==> src/rtl/fb_write_arbiter_if.sv <==
// Frame-buffer write port bundle: two pixel clients, clear control, RAM side.
// slave = arbiter side, master = client/RAM/driver side.
interface fb_write_arbiter_if #(
  parameter int ADDR_W = 19,
  parameter int DATA_W = 8
);
  logic              ia_valid;
  logic [ADDR_W-1:0] ia_addr;
  logic [DATA_W-1:0] ia_data;
  logic              oa_ready;
  logic              ib_valid;
  logic [ADDR_W-1:0] ib_addr;
  logic [DATA_W-1:0] ib_data;
  logic              ob_ready;
  logic              iclr_req;
  logic [DATA_W-1:0] iclr_color;
  logic              oclr_busy;
  logic              oclr_done;
  logic              ooob;
  logic              owren;
  logic [ADDR_W-1:0] oaddr;
  logic [DATA_W-1:0] odata;

  modport slave (
    input  ia_valid, ia_addr, ia_data, ib_valid, ib_addr, ib_data,
           iclr_req, iclr_color,
    output oa_ready, ob_ready, oclr_busy, oclr_done, ooob,
           owren, oaddr, odata
  );

  modport master (
    output ia_valid, ia_addr, ia_data, ib_valid, ib_addr, ib_data,
           iclr_req, iclr_color,
    input  oa_ready, ob_ready, oclr_busy, oclr_done, ooob,
           owren, oaddr, odata
  );
endinterface

==> src/rtl/fb_write_arbiter.sv <==
// fb_write_arbiter: sole owner of the frame-buffer RAM write port.
// Arbitrates two valid/ready pixel clients (round-robin) and runs a
// full-buffer clear engine that has priority over both clients.
// Optional macro FB_WRITE_ARB_FIXED_PRIO_EN: client A always beats B.
module fb_write_arbiter #(
  parameter int ADDR_W   = 19,
  parameter int DATA_W   = 8,
  parameter int FB_WORDS = 307200
) (
  input logic               iclk,
  input logic               irst,
  fb_write_arbiter_if.slave bus
);

  typedef enum logic {ARB = 1'b0, CLEAR = 1'b1} state_t;

  // one extra bit so FB_WORDS == 2**ADDR_W still compares correctly
  localparam logic [ADDR_W:0]   FB_LIM   = (ADDR_W+1)'(FB_WORDS);
  localparam logic [ADDR_W-1:0] CNT_LAST = ADDR_W'(FB_WORDS - 1);

  state_t            state, state_nx;
  logic [ADDR_W-1:0] clr_cnt;
  logic [DATA_W-1:0] clr_color;
  logic              gnt_a, gnt_b, pick_a, clr_last;
  logic [ADDR_W-1:0] win_addr;
  logic [DATA_W-1:0] win_data;
  logic              win_inrange;
  logic              wren_q, oob_q, done_q;
  logic [ADDR_W-1:0] addr_q;
  logic [DATA_W-1:0] data_q;

`ifdef FB_WRITE_ARB_FIXED_PRIO_EN
  assign pick_a = 1'b1;
`else
  logic last_grant_b;
  assign pick_a = last_grant_b;

  // remember who won last so the other client wins the next contention
  always_ff @(posedge iclk) begin
    if (irst)       last_grant_b <= 1'b1;
    else if (gnt_a) last_grant_b <= 1'b0;
    else if (gnt_b) last_grant_b <= 1'b1;
  end
`endif

  // state register
  always_ff @(posedge iclk) begin
    if (irst) state <= ARB;
    else      state <= state_nx;
  end

  // next state and grants; a clear request blocks both clients that cycle
  always_comb begin
    state_nx = state;
    gnt_a    = 1'b0;
    gnt_b    = 1'b0;
    clr_last = 1'b0;
    case (state)
      ARB: begin
        if (bus.iclr_req) begin
          state_nx = CLEAR;
        end else begin
          gnt_a = bus.ia_valid && (!bus.ib_valid || pick_a);
          gnt_b = bus.ib_valid && !gnt_a;
        end
      end
      CLEAR: begin
        // a restart request supersedes finishing the current pass
        clr_last = (clr_cnt == CNT_LAST) && !bus.iclr_req;
        if (clr_last) state_nx = ARB;
      end
      default: state_nx = ARB;
    endcase
  end

  assign win_addr    = gnt_a ? bus.ia_addr : bus.ib_addr;
  assign win_data    = gnt_a ? bus.ia_data : bus.ib_data;
  assign win_inrange = {1'b0, win_addr} < FB_LIM;

  // registered RAM write port, clear counter and status pulses
  always_ff @(posedge iclk) begin
    if (irst) begin
      wren_q    <= 1'b0;
      addr_q    <= '0;
      data_q    <= '0;
      oob_q     <= 1'b0;
      done_q    <= 1'b0;
      clr_cnt   <= '0;
      clr_color <= '0;
    end else begin
      wren_q <= 1'b0;
      oob_q  <= 1'b0;
      done_q <= 1'b0;
      if (bus.iclr_req) begin
        clr_cnt   <= '0;
        clr_color <= bus.iclr_color;
      end else if (state == CLEAR) begin
        wren_q  <= 1'b1;
        addr_q  <= clr_cnt;
        data_q  <= clr_color;
        done_q  <= clr_last;
        clr_cnt <= clr_last ? '0 : clr_cnt + 1'b1;
      end else if (gnt_a || gnt_b) begin
        // out-of-range writes are swallowed and flagged instead
        if (win_inrange) begin
          wren_q <= 1'b1;
          addr_q <= win_addr;
          data_q <= win_data;
        end else begin
          oob_q <= 1'b1;
        end
      end
    end
  end

  assign bus.oa_ready  = gnt_a;
  assign bus.ob_ready  = gnt_b;
  assign bus.oclr_busy = (state == CLEAR);
  assign bus.oclr_done = done_q;
  assign bus.ooob      = oob_q;
  assign bus.owren     = wren_q;
  assign bus.oaddr     = addr_q;
  assign bus.odata     = data_q;

endmodule
==> src/flat_wrapper.sv <==
// flat-port wrapper written by rule: the top's interface ports become plain ports
module fb_write_arbiter_flat 
#(
  parameter int ADDR_W   = 19,
  parameter int DATA_W   = 8,
  parameter int FB_WORDS = 307200
)
  (iclk, irst, bus_ia_valid, bus_ia_addr, bus_ia_data, bus_ib_valid, bus_ib_addr, bus_ib_data, bus_iclr_req, bus_iclr_color, bus_oa_ready, bus_ob_ready, bus_oclr_busy, bus_oclr_done, bus_ooob, bus_owren, bus_oaddr, bus_odata);
  fb_write_arbiter_if #(.ADDR_W(ADDR_W), .DATA_W(DATA_W)) bus_i ();
  input logic iclk;
  input logic irst;
  input wire logic [$bits(bus_i.ia_valid)-1:0] bus_ia_valid;
  input wire logic [$bits(bus_i.ia_addr)-1:0] bus_ia_addr;
  input wire logic [$bits(bus_i.ia_data)-1:0] bus_ia_data;
  input wire logic [$bits(bus_i.ib_valid)-1:0] bus_ib_valid;
  input wire logic [$bits(bus_i.ib_addr)-1:0] bus_ib_addr;
  input wire logic [$bits(bus_i.ib_data)-1:0] bus_ib_data;
  input wire logic [$bits(bus_i.iclr_req)-1:0] bus_iclr_req;
  input wire logic [$bits(bus_i.iclr_color)-1:0] bus_iclr_color;
  output wire logic [$bits(bus_i.oa_ready)-1:0] bus_oa_ready;
  output wire logic [$bits(bus_i.ob_ready)-1:0] bus_ob_ready;
  output wire logic [$bits(bus_i.oclr_busy)-1:0] bus_oclr_busy;
  output wire logic [$bits(bus_i.oclr_done)-1:0] bus_oclr_done;
  output wire logic [$bits(bus_i.ooob)-1:0] bus_ooob;
  output wire logic [$bits(bus_i.owren)-1:0] bus_owren;
  output wire logic [$bits(bus_i.oaddr)-1:0] bus_oaddr;
  output wire logic [$bits(bus_i.odata)-1:0] bus_odata;
  assign bus_i.ia_valid = bus_ia_valid;
  assign bus_i.ia_addr = bus_ia_addr;
  assign bus_i.ia_data = bus_ia_data;
  assign bus_i.ib_valid = bus_ib_valid;
  assign bus_i.ib_addr = bus_ib_addr;
  assign bus_i.ib_data = bus_ib_data;
  assign bus_i.iclr_req = bus_iclr_req;
  assign bus_i.iclr_color = bus_iclr_color;
  assign bus_oa_ready = bus_i.oa_ready;
  assign bus_ob_ready = bus_i.ob_ready;
  assign bus_oclr_busy = bus_i.oclr_busy;
  assign bus_oclr_done = bus_i.oclr_done;
  assign bus_ooob = bus_i.ooob;
  assign bus_owren = bus_i.owren;
  assign bus_oaddr = bus_i.oaddr;
  assign bus_odata = bus_i.odata;
  fb_write_arbiter #(.ADDR_W(ADDR_W), .DATA_W(DATA_W), .FB_WORDS(FB_WORDS)) u_core (.iclk(iclk), .irst(irst), .bus(bus_i));
endmodule
==> config.mk <==
export PLATFORM = sky130hd
export DESIGN_NAME = fb_write_arbiter_flat
export DESIGN_NICKNAME = d
export VERILOG_FILES = /design/src/rtl/fb_write_arbiter_if.sv /design/src/rtl/fb_write_arbiter.sv /design/src/flat_wrapper.sv
export SDC_FILE = /design/constraint.sdc
export NUM_CORES = 1
export LEC_CHECK = 0
export ABC_AREA = 0
export CORE_MARGIN = 2
export CORE_UTILIZATION = 46
export CTS_BUF_LIST = sky130_fd_sc_hd__clkbuf_16
export DETAILED_ROUTE_END_ITERATION = 16
export DONT_BUFFER_PORTS = 1
export HOLD_SLACK_MARGIN = 0.15
export MAX_ROUTING_LAYER = met4
export PLACE_DENSITY = 0.71
export SLEW_MARGIN = 20
export SYNTH_ARGS = -nofsm -noshare
export SYNTH_HDL_FRONTEND = slang
export SYNTH_SLANG_ARGS = --single-unit
==> constraint.sdc <==
create_clock -name iclk -period 2.63 [get_ports iclk]
set_input_delay 0.263 -clock iclk [delete_from_list [all_inputs] [get_ports iclk]]
set_output_delay 0.263 -clock iclk [all_outputs]
set_load 0.01 [all_outputs]
==> reports/results.md, run 1 <==
| Parameter | This run | Unit |
| --- | --- | --- |
| Total DRC errors in the routed layout | 0 | - |
| Critical Path, Cell by Cell | nor3b_2, nand2_1, inv_1, buf_4, buf_4 | - |
| Pin count of the biggest net entering global routing | 50 | - |
| Worst path setup slack after routing | 320 | ps |
| Status | complete, no violations | - |
| Worst setup path start | u_core.bus.oclr_busy | - |
| Worst Hold Launch | irst | - |
| Required time of the critical path | 2370 | ps |
| First-pass GRT wire length | 13,800 | um |
| Inserted Clock Buffers | 9 | - |
| Part of the total power dissipated in sequential elements | 0.436 | - |
| Cell-internal power | 0.00170 | W |
| WL final | 8640 | um |
| Fraction of synthesized cell area taken by the top area cell type | 0.386 | - |
| Syn Nets | 429 | - |
| Class of the tightest hold or removal check | input port to flop | - |
| PwrDens | 633 | mW/mm^2 |
| Post-Syn Area | 0.00306 | sq mm |
| Area of combinational cells with multiple inputs | 0.00173 | sq mm |
| Proportion of layout cells with a drive suffix above 1 | 0.103 | - |
| Count of nets left with antenna violations after detail routing | 0 | - |
| Quantity of gates resized following cts | 0 | - |
| Worst Skew | 7.19 | ps |
| Number of vias after detailed routing | 2,662 | - |
| Post-place setup slack | 410 | ps |
| Vias in the first global route | 2,778 | - |
| Number of ports placed on the die boundary | 100 | - |
| Maximum fanout along the worst path | 12 | - |
| VDD IR max | 0.000355 | V |
| Post-synthesis sequential area ratio | 0.386 | - |
| Die Span X | 85.6 | um |
| Area occupied by registers | 0.00118 | sq mm |
| Net Switching | 0.000576 | W |
| Largest area contributor in the synthesized netlist | sky130_fd_sc_hd__dfxtp_1 | - |
| Cell types with the largest area share after synthesis | sky130_fd_sc_hd__dfxtp_1, sky130_fd_sc_hd__mux2i_1, sky130_fd_sc_hd__mux2_2, sky130_fd_sc_hd__nor2_1, sky130_fd_sc_hd__nand2_1 | - |
| Average routed wire per standard cell | 18.9 | um |
| Share of power burned in the clock network | 0.441 | - |
| Die Height | 85.6 | um |
| Tightest Pin Transition | 588 | ps |
| Part of the power in combinational logic | 0.122 | - |
| Pins Over Slew Limit | 0 | - |
| Reg2reg start | u_core.clr_cnt[0] | - |
| Routability Congestion | 0.936 | - |
| Setup Total Neg Slack | 0 | ps |
| Num Clock Sinks | 59 | - |
| Number of distinct library cells after synthesis | 42 | - |
| DR pass1 iterations | 4 | - |
| Reg clk slew, reported paths | 50 | ps |
| Post-CTS Repair Setup Buffers | 0 | - |
| Antenna violations before repair | 0 | - |
| Worst setup path class | flop to output pin | - |
| Critical Path Sink Type | output pin | - |
| Syn-to-layout area delta | 17.4 | % |
| I/O Buffers | 0 | - |
| Initial Util | 0.479 | - |
| Number of standard-cell rows in the floorplan | 29 | - |
| Number of endpoints with negative hold slack in the final report | 0 | - |
| Warning count from the yosys run | 0 | - |
| Hold Buf Count CTS | 21 | - |
| CP Launch Type | flop | - |
| Average cell area after synthesis | 8.48 | sq um |
| Total die area | 0.00732 | sq mm |
| # fillers | 612 | - |
| Fin crit period | 2310 | ps |
| Slowest Stage Delay on Critical Path | 450 | ps |
| Switching part of the total power | 0.253 | - |
| Top cell by count, worst path | sky130_fd_sc_hd__buf_4 | - |
| Core area | 0.00639 | sq mm |
| Normalized max-slew margin | 0.608 | - |
| Setup repair after global routing missed its margin | false | - |
| Maximum clock insertion buffer count | 2 | - |
| TritonCTS clock tree | done | - |
| Number of diodes added for antenna fixing | 0 | - |
| Slowest cell on crit path | sky130_fd_sc_hd__inv_1 | - |
| Share of the clock period used by the worst path | 0.878 | - |
| Clk Tree Root Cell | sky130_fd_sc_hd__clkbuf_16 | - |
| Remaining global-route overflow | 0 | - |
| Leak | 1.38 | nW |
| All-layer global routing usage | 0.250 | - |
| Number of DRC violations after detailed-routing iteration 0 | 107 | - |
| Via density per instance | 5.82 | - |
| Number of nets at the end of the flow | 443 | - |
| Total setup violations reported at the end of the flow | 0 | - |
| Number of cells produced by synthesis | 361 | - |
| Fmax achieved | 433 | MHz |
| Clock latency on the worst-skew pair | 320 | ps |
| Worst Path Arrival | 2050 | ps |
| Flip-flop and latch count after synthesis | 59 | - |
| Half-perimeter wire length after detailed placement | 5620 | um |
| # Max-Cap Violations | 0 | - |
| H-Tree Level Count | 3 | - |
## through the flow
step	instance area, sq um	utilization	hold slack (ps)	std cells	total power (W)
finish	3590	0.563	155	457	0.00227
global route	3590	0.563	174	457	0.00237
CTS	3590	0.563	157	457	0.00228
detailed placement	3120	0.488	342	420	0.00124
global placement	3120	0.488	339	420	0.00124
floorplan	3060	-	410	361	0.00120
## path summary, 6_finish.rpt
path | slack [ps] | end | cells past startpoint
worst max-delay path | 320 | bus_oa_ready | 5
worst min-delay path | 150 | u_core.bus.oaddr[16] | 3
worst max register to register | 380 | u_core.clr_cnt[8] | 6
worst min register to register | 500 | u_core.clr_cnt[1] | 2
## cell usage in the layout (no fill, tap or decap), types with 5 or more instances in the layout
master                           n
sky130_fd_sc_hd__xnor2_1        14
sky130_fd_sc_hd__mux2_2         15
sky130_fd_sc_hd__clkbuf_16       9
sky130_fd_sc_hd__dfxtp_1        59
sky130_fd_sc_hd__dlygate4sd3_1  20
sky130_fd_sc_hd__buf_4           6
sky130_fd_sc_hd__mux2i_1        31
sky130_fd_sc_hd__o21ai_0        11
sky130_fd_sc_hd__a21oi_1        20
sky130_fd_sc_hd__nand3_1         5
sky130_fd_sc_hd__inv_1          15
sky130_fd_sc_hd__a311o_1        12
sky130_fd_sc_hd__nor2_1         42
sky130_fd_sc_hd__nand2b_1       24
sky130_fd_sc_hd__nor2b_1         6
sky130_fd_sc_hd__nand2_1        41
## kinds of logic (layout without fill, tap and decap cells)
logic type / count (synthesis) / in the layout / synth area share
fa+ha+maj: 1 / 1 / 0.00409
buf+inv: 38 / 57 / 0.0499
xor+xnor: 16 / 16 / 0.0458
compound gates: 57 / 57 / 0.127
flops: 59 / 59 / 0.386
mux: 46 / 46 / 0.157
simple gates: 144 / 144 / 0.231
## worst max-delay path, delay by kind of cell, from the launching register on
family	cells	cell delay [ps]
AND/OR/NAND/NOR	2	520
flip-flops	1	310
buffers and inverters	3	880
## routing by layer
metal | part of all wire | GRT usage | routed length (um) | vias to the layer above
li1 | - | - | - | 1267
met1 | 0.41 | 0.303 | 3510 | 1254
met2 | 0.48 | 0.394 | 4190 | 124
met3 | 0.089 | 0.0751 | 773 | 17
met4 | 0.020 | 0.0924 | 173 | 0
met5 | 0 | - | 0 | -
## synthesized netlist by cell type
cell type / number
sky130_fd_sc_hd__a211o_1: 1
sky130_fd_sc_hd__a211oi_1: 2
sky130_fd_sc_hd__a21boi_0: 1
sky130_fd_sc_hd__a21oi_1: 20
sky130_fd_sc_hd__a22oi_1: 4
sky130_fd_sc_hd__a311o_1: 12
sky130_fd_sc_hd__a31oi_1: 1
sky130_fd_sc_hd__and3_1: 3
sky130_fd_sc_hd__and4_1: 1
sky130_fd_sc_hd__buf_1: 3
sky130_fd_sc_hd__buf_2: 8
sky130_fd_sc_hd__clkbuf_1: 14
sky130_fd_sc_hd__clkinv_1: 1
sky130_fd_sc_hd__dfxtp_1: 59
sky130_fd_sc_hd__ha_1: 1
sky130_fd_sc_hd__inv_1: 12
sky130_fd_sc_hd__mux2_2: 15
sky130_fd_sc_hd__mux2i_1: 31
sky130_fd_sc_hd__nand2_1: 41
sky130_fd_sc_hd__nand2b_1: 24
sky130_fd_sc_hd__nand3_1: 5
sky130_fd_sc_hd__nand3_2: 1
sky130_fd_sc_hd__nand3b_1: 2
sky130_fd_sc_hd__nand4_1: 4
sky130_fd_sc_hd__nor2_1: 42
sky130_fd_sc_hd__nor2b_1: 6
sky130_fd_sc_hd__nor3_1: 3
sky130_fd_sc_hd__nor3b_1: 1
sky130_fd_sc_hd__nor3b_2: 1
sky130_fd_sc_hd__nor4_1: 2
sky130_fd_sc_hd__nor4b_1: 2
sky130_fd_sc_hd__o21ai_0: 11
sky130_fd_sc_hd__o21ba_1: 1
sky130_fd_sc_hd__o21bai_2: 1
sky130_fd_sc_hd__o31ai_1: 2
sky130_fd_sc_hd__o32ai_1: 1
sky130_fd_sc_hd__or2_1: 1
sky130_fd_sc_hd__or2_2: 1
sky130_fd_sc_hd__or3_1: 1
sky130_fd_sc_hd__or4_1: 3
sky130_fd_sc_hd__xnor2_1: 14
sky130_fd_sc_hd__xor2_1: 2
## flip-flops by register name, indices dropped and copies added (netlist names), 8 cells and up
name              flops
u_core.bus.oaddr     19
u_core.clr_cnt       19
u_core.bus.odata      8
u_core.clr_color      8
## area by class of cell
| type | instances | area share |
|---|---|---|
| multi-input cells | 264 | 0.481 |
| flip-flops and latches | 59 | 0.329 |
| clock inverters | 7 | 0.00801 |
| repair buffers | 28 | 0.0794 |
| well taps | 77 | 0.0268 |
| inverters | 13 | 0.0136 |
| clock buffers | 9 | 0.0627 |
## power groups by stage
stage | Clock, W | Sequential, W | Combinational [W]
final | 0.00100 | 0.000993 | 0.000278
after global routing | 0.00106 | 0.000997 | 0.000304
after CTS | 0.00101 | 0.000993 | 0.000277
after detailed placement | 0 | 0.00101 | 0.000231
after global placement | 0 | 0.00101 | 0.000227
after floorplan | 0 | 0.00100 | 0.000199
(Power assumes the default switching activity.)
==> inputs of run 2 (changes only) <==
--- a/config.mk
+++ b/config.mk
@@ -13,7 +13,7 @@
 export DONT_BUFFER_PORTS = 1
 export HOLD_SLACK_MARGIN = 0.15
 export MAX_ROUTING_LAYER = met4
-export PLACE_DENSITY = 0.71
+export PLACE_DENSITY_LB_ADDON = 0.2
 export SLEW_MARGIN = 20
 export SYNTH_ARGS = -nofsm -noshare
 export SYNTH_HDL_FRONTEND = slang
==> run 2 against run 1 <==
Compared with the run above:
- final area grew 0.59%
- largest cell class unchanged
- sequential power is essentially flat
- sequential share of layout area shrank 0.19 points
- critical path type is now flop to flop
- worst setup slack gained 56 ps
- cell count shrank 0.66%
- routed wire length shrank 7.1%
- clock power grew 25%
==> reports/results.md, run 2 (synthesis results as in run 1) <==
| Parameter | This run | Unit | vs previous |
| --- | --- | --- | --- |
| Status | complete, no violations | - |  |
| WL final | 8030 | um | -7.1% |
| # Max-Cap Violations | 0 | - | unchanged |
| Sum of routed wire segments on met1 | 3430 | um | -2.3% |
| DR pass1 iterations | 5 | - | +1 |
| Met3 wire length | 643 | um | -17% |
| H-Tree Level Count | 3 | - | unchanged |
| TritonCTS clock tree | done | - |  |
| Via density per instance | 5.68 | - | -2.4% |
| Tightest Pin Transition | 571 | ps | -17.2 ps |
| Syn-to-layout area delta | 18.1 | % |  |
| Maximum fanout along the worst path | 14 | - | +2 |
| I/O Buffers | 0 | - | unchanged |
| Worst Skew | 7.47 | ps | +0.282 ps |
| Number of endpoints with negative hold slack in the final report | 0 | - | unchanged |
| Share of the clock period used by the worst path | 0.857 | - | -0.0214 |
| PwrDens | 693 | mW/mm^2 | +9.5% |
| Leak | 1.38 | nW | -0.26% |
| Die Span X | 85.6 | um | unchanged |
| Number of DRC violations after detailed-routing iteration 0 | 88 | - | -18% |
| Total DRC errors in the routed layout | 0 | - | unchanged |
| Final standard cell utilization of the core | 0.566 | - | +0.00333 |
| Number of standard-cell rows in the floorplan | 29 | - | unchanged |
| Worst setup path class | flop to flop | - |  |
| Routability Congestion | 0.846 | - | -9.5% |
| Pin count of the biggest net entering global routing | 51 | - | +2.0% |
| Fmax achieved | 444 | MHz | +2.5% |
| Proportion of layout cells with a drive suffix above 1 | 0.114 | - | +0.0114 |
| Maximum clock insertion buffer count | 2 | - | unchanged |
| Remaining global-route overflow | 0 | - | unchanged |
| Reg clk slew, reported paths | 50 | ps | about the same |
| Inserted Clock Buffers | 9 | - | unchanged |
| Total setup violations reported at the end of the flow | 0 | - | unchanged |
| Fin Hold WS | 160 | ps | +5.54 ps |
| Count of nets left with antenna violations after detail routing | 0 | - | unchanged |
| Critical Path Sink Type | flop | - |  |
| Worst Path Arrival | 2440 | ps | +390 ps |
| Highest routed layer | met4 | - |  |
| Average routed wire per standard cell | 17.7 | um | -6.5% |
| Total die area | 0.00732 | sq mm | unchanged |
| Required time of the critical path | 2820 | ps | +450 ps |
| CP Launch Type | flop | - |  |
| First-pass GRT wire length | 12,800 | um | -7.6% |
| Met2 wire length | 3810 | um | -9.0% |
| Clk Tree Root Cell | sky130_fd_sc_hd__clkbuf_16 | - |  |
| Class of the tightest hold or removal check | input port to flop | - |  |
| Top library cells by usage in the layout, fill and taps aside | sky130_fd_sc_hd__dfxtp_1, sky130_fd_sc_hd__nor2_1, sky130_fd_sc_hd__nand2_1, sky130_fd_sc_hd__mux2i_1, sky130_fd_sc_hd__nand2b_1 | - |  |
| Pins Over Slew Limit | 0 | - | unchanged |
| Setup Total Neg Slack | 0 | ps | unchanged |
| Most common library cell in the layout ignoring fill and taps | sky130_fd_sc_hd__dfxtp_1 | - |  |
| Number of nets at the end of the flow | 440 | - | -0.68% |
| VDD IR max | 0.000482 | V | +36% |
| Number of diodes added for antenna fixing | 0 | - | unchanged |
| Final Total Pwr | 0.00251 | W | +10% |
| Half-perimeter wire length after detailed placement | 5350 | um | -4.8% |
| Vias in the first global route | 2,594 | - | -6.6% |
| Number of vias after detailed routing | 2,580 | - | -3.1% |
| Number of ports placed on the die boundary | 100 | - | unchanged |
| Setup repair after global routing missed its margin | false | - |  |
| Clock latency on the worst-skew pair | 330 | ps | about the same |
| Core area | 0.00639 | sq mm | unchanged |
| Fin crit period | 2250 | ps | -56.2 ps |
| Die Height | 85.6 | um | unchanged |
| Normalized max-slew margin | 0.619 | - | +0.0115 |
| All-layer global routing usage | 0.232 | - | -0.0180 |
| Num Clock Sinks | 59 | - | unchanged |
| Antenna violations before repair | 0 | - | unchanged |
| Initial Util | 0.479 | - | unchanged |
## run 2: area by class of cell
type / instances / area (sq um)
fill: 595 / 2770
multi-input combinational: 264 / 1730
sequential: 59 / 1180
timing repair buffer: 25 / 243
clock buffer: 9 / 225
tap: 77 / 96.3
clock inverter: 7 / 92.6
inverter: 13 / 48.8
## run 2: final timing paths
| check | from | endpoint | slack (ps) | depth (start not counted) |
|---|---|---|---|---|
| max | u_core.clr_cnt[0] | u_core.clr_cnt[13] | 380 | 6 |
| max reg2reg | u_core.clr_cnt[0] | u_core.clr_cnt[13] | 380 | 6 |
| min reg2reg | u_core.clr_cnt[18] | u_core.clr_cnt[18] | 500 | 2 |
| min | irst | u_core.bus.oaddr[4] | 160 | 3 |
## run 2: critical path: stages, from the launching register on
cell and delay, ps:
sky130_fd_sc_hd__dfxtp_1 390, sky130_fd_sc_hd__ha_1 220, sky130_fd_sc_hd__nand2_1 90, sky130_fd_sc_hd__or3_1 440
sky130_fd_sc_hd__or2_1 340, sky130_fd_sc_hd__o21bai_2 510, sky130_fd_sc_hd__nor2_1 120
## run 2: metal layers
metal | track usage | up-vias
met4 | 0.0952 | 0
met2 | 0.367 | 96
li1 | - | 1267
met1 | 0.276 | 1199
met5 | - | -
met3 | 0.0693 | 18
## run 2: where the power goes
| group | leakage [nW] | switching, W | internal (W) |
|---|---|---|---|
| combinational | 0.751 | 0.000131 | 0.000132 |
| sequential | 0.481 | 0.0000503 | 0.000943 |
| clock | 0.149 | 0.000425 | 0.000825 |
| total | 1.38 | 0.000606 | 0.00190 |
## run 2: stage by stage
step           cell area, sq um  setup WS (ps)  std cells
5_1_grt                    3610            202        454
3_5_place_dp               3110            379        420
4_1_cts                    3610            363        454
2_1_floorplan              3060            614        361
6_report                   3610            376        454
3_3_place_gp               3110            494        420
## run 2: what timing repair did
action / 4_1_cts / 5_1_grt
hold buffers: 18 / 0
resized for setup: 0 / 0
setup buffers: 0 / 0
hold endpoints to repair: 35 / 0
==> inputs of run 3 (changes only) <==
--- a/config.mk
+++ b/config.mk
@@ -14,6 +14,7 @@
 export HOLD_SLACK_MARGIN = 0.15
 export MAX_ROUTING_LAYER = met4
 export PLACE_DENSITY_LB_ADDON = 0.2
+export SKIP_LAST_GASP = 1
 export SLEW_MARGIN = 20
 export SYNTH_ARGS = -nofsm -noshare
 export SYNTH_HDL_FRONTEND = slang
==> results of run 3 <==
Same layout as run 2: the final DEF is identical, and so are final timing and power.
==> patch 1 (settings of run 1) <==
`ADDR_W` is set to 19 in 3 places; all go to 21.
--- a/src/rtl/fb_write_arbiter_if.sv
+++ b/src/rtl/fb_write_arbiter_if.sv
@@ -3,3 +3,3 @@
 interface fb_write_arbiter_if #(
-  parameter int ADDR_W = 19,
+  parameter int ADDR_W = 21,
   parameter int DATA_W = 8
--- a/src/rtl/fb_write_arbiter.sv
+++ b/src/rtl/fb_write_arbiter.sv
@@ -5,3 +5,3 @@
 module fb_write_arbiter #(
-  parameter int ADDR_W   = 19,
+  parameter int ADDR_W   = 21,
   parameter int DATA_W   = 8,
--- a/src/flat_wrapper.sv
+++ b/src/flat_wrapper.sv
@@ -3,3 +3,3 @@
 #(
-  parameter int ADDR_W   = 19,
+  parameter int ADDR_W   = 21,
   parameter int DATA_W   = 8,
Interface: changed (resized bus_ia_addr, bus_ib_addr and bus_oaddr); port bits go from 100 to 106. No check against the original RTL was run, so the function may have changed too.
==> patch 1 against run 1 <==
Utilization fell by 2.7 points; sequential cell count rose by 4; global-route usage fell by 2.4 points; synthesized area rose by 11%; total power rose by 7.3%; wire length rose by 0.89%; cell area rose by 7.5%; setup slack improved by 0.11 ns.
==> patch 1: results (changes against run 1) <==
stage;metric;value;unit;change
yosys;top cells by area, synth;dfxtp_1 (37%), mux2i_1 (11%), mux2_2 (5.6%);;
sta;Worst Max-Slew Pin Slew;0.368;ns;-0.220 ns
yosys;post-synth net total;463;;+7.9%
detailed_routing;Routed wire per std cell;17.3;um;-8.7%
worst_setup_path;reg-to-reg endpoint;u_core.bus.owren;;
yosys;Synth cell types;43;;+2.4%
min_path;hold_sp;bus_ia_valid;;
power;maximum VDD drop;0.429;mV;+21%
place;Placer Congestion;0.889;;-5.0%
place;detailed placer's ending HPWL;5.80;mm;+3.1%
worst_setup_path;worst r2r path cells;7;;+1
yosys;Adder-Cell Fraction of Synth Area;0.368;%;-0.041 points
global_route;first-pass GRT wire length;14.3;mm;+3.1%
yosys;post-synthesis mux area share;16.2;%;+0.57 points
yosys;Avg Cell Area, Syn;8.70;sq um;+2.6%
worst_setup_path;Worst Setup End Kind;flip-flop;;
min_path;Hold Path Sink;u_core.bus.ooob;;
min_path;Worst Hold Path Cells;2;;-1
worst_setup_path;biggest cell delay along the critical path;0.68;ns;+0.23 ns
worst_setup_path;worst r2r src;u_core.bus.oclr_busy;;
worst_setup_path;CP startpoint;bus_iclr_req;;
cells_and_area;Layout Cells excl Fill;505;;+11%
cells_and_area;nets;473;;+6.8%
detailed_routing;total number of vias;2819;;+5.9%
status;status;finished, final reports clean;;
worst_setup_path;reg2reg setup slack;0.63;ns;+0.25 ns
power;Leak Pwr;1.36;nW;-1.5%
## patch 1: cell type report
type                       count  area [sq um]
inverter                      19          71.3
multi-input combinational    283          1880
sequential                    63          1260
clock inverter                 7          55.1
tap                           99           124
timing repair buffer          25           245
fill                         653          3350
clock buffer                   9           225
## patch 1: routing by layer
metal | vias up | track usage [%] | share of wire [%]
met5 | - | - | 0
met4 | 0 | 10.9 | 2.3
met3 | 13 | 3.69 | 5.8
met2 | 99 | 35.9 | 48
met1 | 1341 | 28.1 | 44
li1 | 1366 | - | -
## patch 1: power by group
| group | switching (mW) | internal, mW |
|---|---|---|
| Sequential | 0.0498 | 0.997 |
| Clock | 0.414 | 0.716 |
| Combinational | 0.135 | 0.130 |
## patch 1: per-stage QoR
stage	hold WS (ns)	setup slack, ns	area, sq um
2_1_floorplan	0.410	0.968	3400
3_3_place_gp	0.339	0.737	3380
3_5_place_dp	0.340	0.652	3380
4_1_cts	0.152	0.454	3860
5_1_grt	0.174	0.317	3860
6_report	0.157	0.434	3860
==> patch 2 (settings of run 1) <==
Without the edit above. Reset style: asynchronous (`irst`), changed in 3 clocked blocks.
--- a/src/rtl/fb_write_arbiter.sv
+++ b/src/rtl/fb_write_arbiter.sv
@@ -38,3 +38,3 @@
   // remember who won last so the other client wins the next contention
-  always_ff @(posedge iclk) begin
+  always_ff @(posedge iclk or posedge irst) begin
     if (irst)       last_grant_b <= 1'b1;
@@ -46,3 +46,3 @@
   // state register
-  always_ff @(posedge iclk) begin
+  always_ff @(posedge iclk or posedge irst) begin
     if (irst) state <= ARB;
@@ -80,3 +80,3 @@
   // registered RAM write port, clear counter and status pulses
-  always_ff @(posedge iclk) begin
+  always_ff @(posedge iclk or posedge irst) begin
     if (irst) begin
Behaviour: differs if irst is asserted again (counterexample within 4 cycles, from zero or initial values and one cycle with irst high); with irst held inactive, the same outputs for 10 cycles.
==> patch 2 against run 1 <==
Global-route usage shrank 4.0 points; sequential cell count is the same; final cell count shrank 2.0%; sequential share of layout area grew 4.4 points; non-clock buffer count grew 11; register-to-register slack lost 0.14 ns; utilization grew 1.6 points; wire length shrank 10%; setup slack lost 0.082 ns; critical path type is now reg -> reg; cell area grew 11%; sequential power is essentially flat; total power grew 1.1%; synthesized area grew 8.4%.
==> patch 2: results (changes against run 1) <==
stage;metric;value;unit;change
detailed_routing;DR iter-0 viols;186;;+74%
place;Placer Congestion;0.924;;-1.3%
worst_setup_path;reg-to-reg endpoint;u_core.clr_cnt[9];;
cells_and_area;commonest non-fill, non-tap cell in the layout;dfrtp_1;;
cells_and_area;# fillers;598;;-2.3%
yosys;top cells by area, synth;dfrtp_1 (44%), mux2_4 (8.6%), mux2i_1 (8.4%);;
detailed_routing;WL final;7.75;mm;-10%
yosys;post-synthesis mux area share;22.5;%;+6.8 points
global_route;first-pass GRT wire length;12.1;mm;-12%
global_route;largest net degree at the start of global routing;60;;+20%
sta;Slew headroom;50.5;%;-10 points
status;status;finished, final reports clean;;
global_route;Tot GR Track Use;21.0;%;-4.0 points
yosys;post-synth net total;383;;-11%
yosys;Adder-Cell Fraction of Synth Area;0.377;%;-0.032 points
power;maximum VDD drop;0.369;mV;+3.8%
yosys;Post-synth ARST share;100;%;+100 points
worst_setup_path;CP delay by family, top;simple AND/OR/NAND/NOR gates;;
sta;Final Skew;0.00803;ns;+0.000840 ns
yosys;synth cell count leaders;dfrtp_1 (58), nand2_1 (47), mux2i_1 (28);;
yosys;Synth cell types;51;;+21%
detailed_routing;vias per cell;5.59;;-4.1%
yosys;Seq/Total Area, Yosys;44.5;%;+6.0 points
worst_setup_path;CP max stage cell;dlygate4sd3_1;;
min_path;Hold Path Sink;u_core.bus.ooob;;
power;Leak Pwr;1.91;nW;+38%
place;Placement Cell Area;0.00339;sq mm;+8.5%
yosys;Avg Cell Area, Syn;10.5;sq um;+24%
yosys;compound-gate portion of the synthesized area;10.2;%;-2.5 points
global_route;vias in the first global route;2482;;-11%
cells_and_area;nets;416;;-6.1%
worst_setup_path;worst r2r src;u_core.clr_cnt[17];;
place;detailed placer's ending HPWL;5.02;mm;-11%
worst_setup_path;biggest cell delay along the critical path;0.55;ns;+0.10 ns
## patch 2: cell count changes after synthesis, sizes merged, moves of 6 or more
cell | run 1 | this run
dfrtp | 0 | 58
a311o | 12 | 1
nand2 | 41 | 47
nand4 | 4 | 10
o21ai | 11 | 24
a21oi | 20 | 10
nor2 | 42 | 17
dfxtp | 59 | 0
nand2b | 24 | 3
xnor2 | 14 | 3
mux2 | 15 | 35
## patch 2: cell type report
| type | instances | area [sq um] | area share, % |
|---|---|---|---|
| flip-flops and latches | 59 | 1480 | 37.2 |
| repair buffers | 39 | 370 | 9.32 |
| inverters | 8 | 30.0 | 0.756 |
| multi-input cells | 231 | 1700 | 42.7 |
| clock inverters | 6 | 51.3 | 1.29 |
| clock buffers | 9 | 225 | 5.67 |
| well taps | 96 | 120 | 3.02 |
## patch 2: per-layer routing
layer	track usage (%)	wire length, um
met5	-	0
met1	26.6	3390
met3	5.45	623
met2	32.9	3650
met4	7.33	91
## patch 2: repair_timing
item | 4_1_cts | 5_1_grt
resized for setup | 0 | 0
endpoints found under the hold margin | 82 | 0
hold buffers | 31 | 0
## patch 2: how the worst max path moves through the flow
| stage | from | to | slack [ns] |
|---|---|---|---|
| finish | u_core.clr_cnt[17] | u_core.clr_cnt[9] | 0.24 |
| global placement | u_core.last_grant_b | u_core.bus.oaddr[6] | 0.73 |
| detailed placement | u_core.last_grant_b | u_core.bus.oaddr[6] | 0.66 |
| CTS | u_core.clr_cnt[17] | u_core.clr_cnt[9] | 0.27 |
| global route | u_core.clr_cnt[17] | u_core.clr_cnt[9] | 0.07 |
| floorplan | u_core.bus.oclr_busy | u_core.bus.oaddr[10] | 0.86 |
## patch 2: worst register-to-register path: cells and delay by family (launching register included)
kind | cells | cell delay, ns
buf+inv | 1 | 0.55
flops | 1 | 0.44
compound gates | 2 | 0.39
simple gates | 3 | 0.89
## patch 2: logic make-up after synthesis
group / Yosys count
xor gates and xnor gates: 5
adders and majority gates: 1
muxes: 63
DFF: 59
AOI/OAI and AO/OA: 52
and+or+nand+nor: 110
buffers and inverters: 25
## patch 2: per-stage QoR
stage / total power [mW] / setup slack [ns] / utilization [%] / hold slack, ns
3_5_place_dp: 1.17 / 0.663 / 49.3 / 0.335
5_1_grt: 2.38 / 0.0689 / 57.8 / 0.167
6_report: 2.30 / 0.238 / 57.8 / 0.153
2_1_floorplan: 1.14 / 0.861 / - / 0.411
3_3_place_gp: 1.16 / 0.730 / 49.3 / 0.332
4_1_cts: 2.31 / 0.268 / 57.8 / 0.152
## patch 2: report_power, final
group	total, mW	switching, mW	internal (mW)
combinational	0.198	0.0873	0.111
clock	1.11	0.397	0.713
sequential	0.992	0.0407	0.951
total	2.30	0.525	1.77
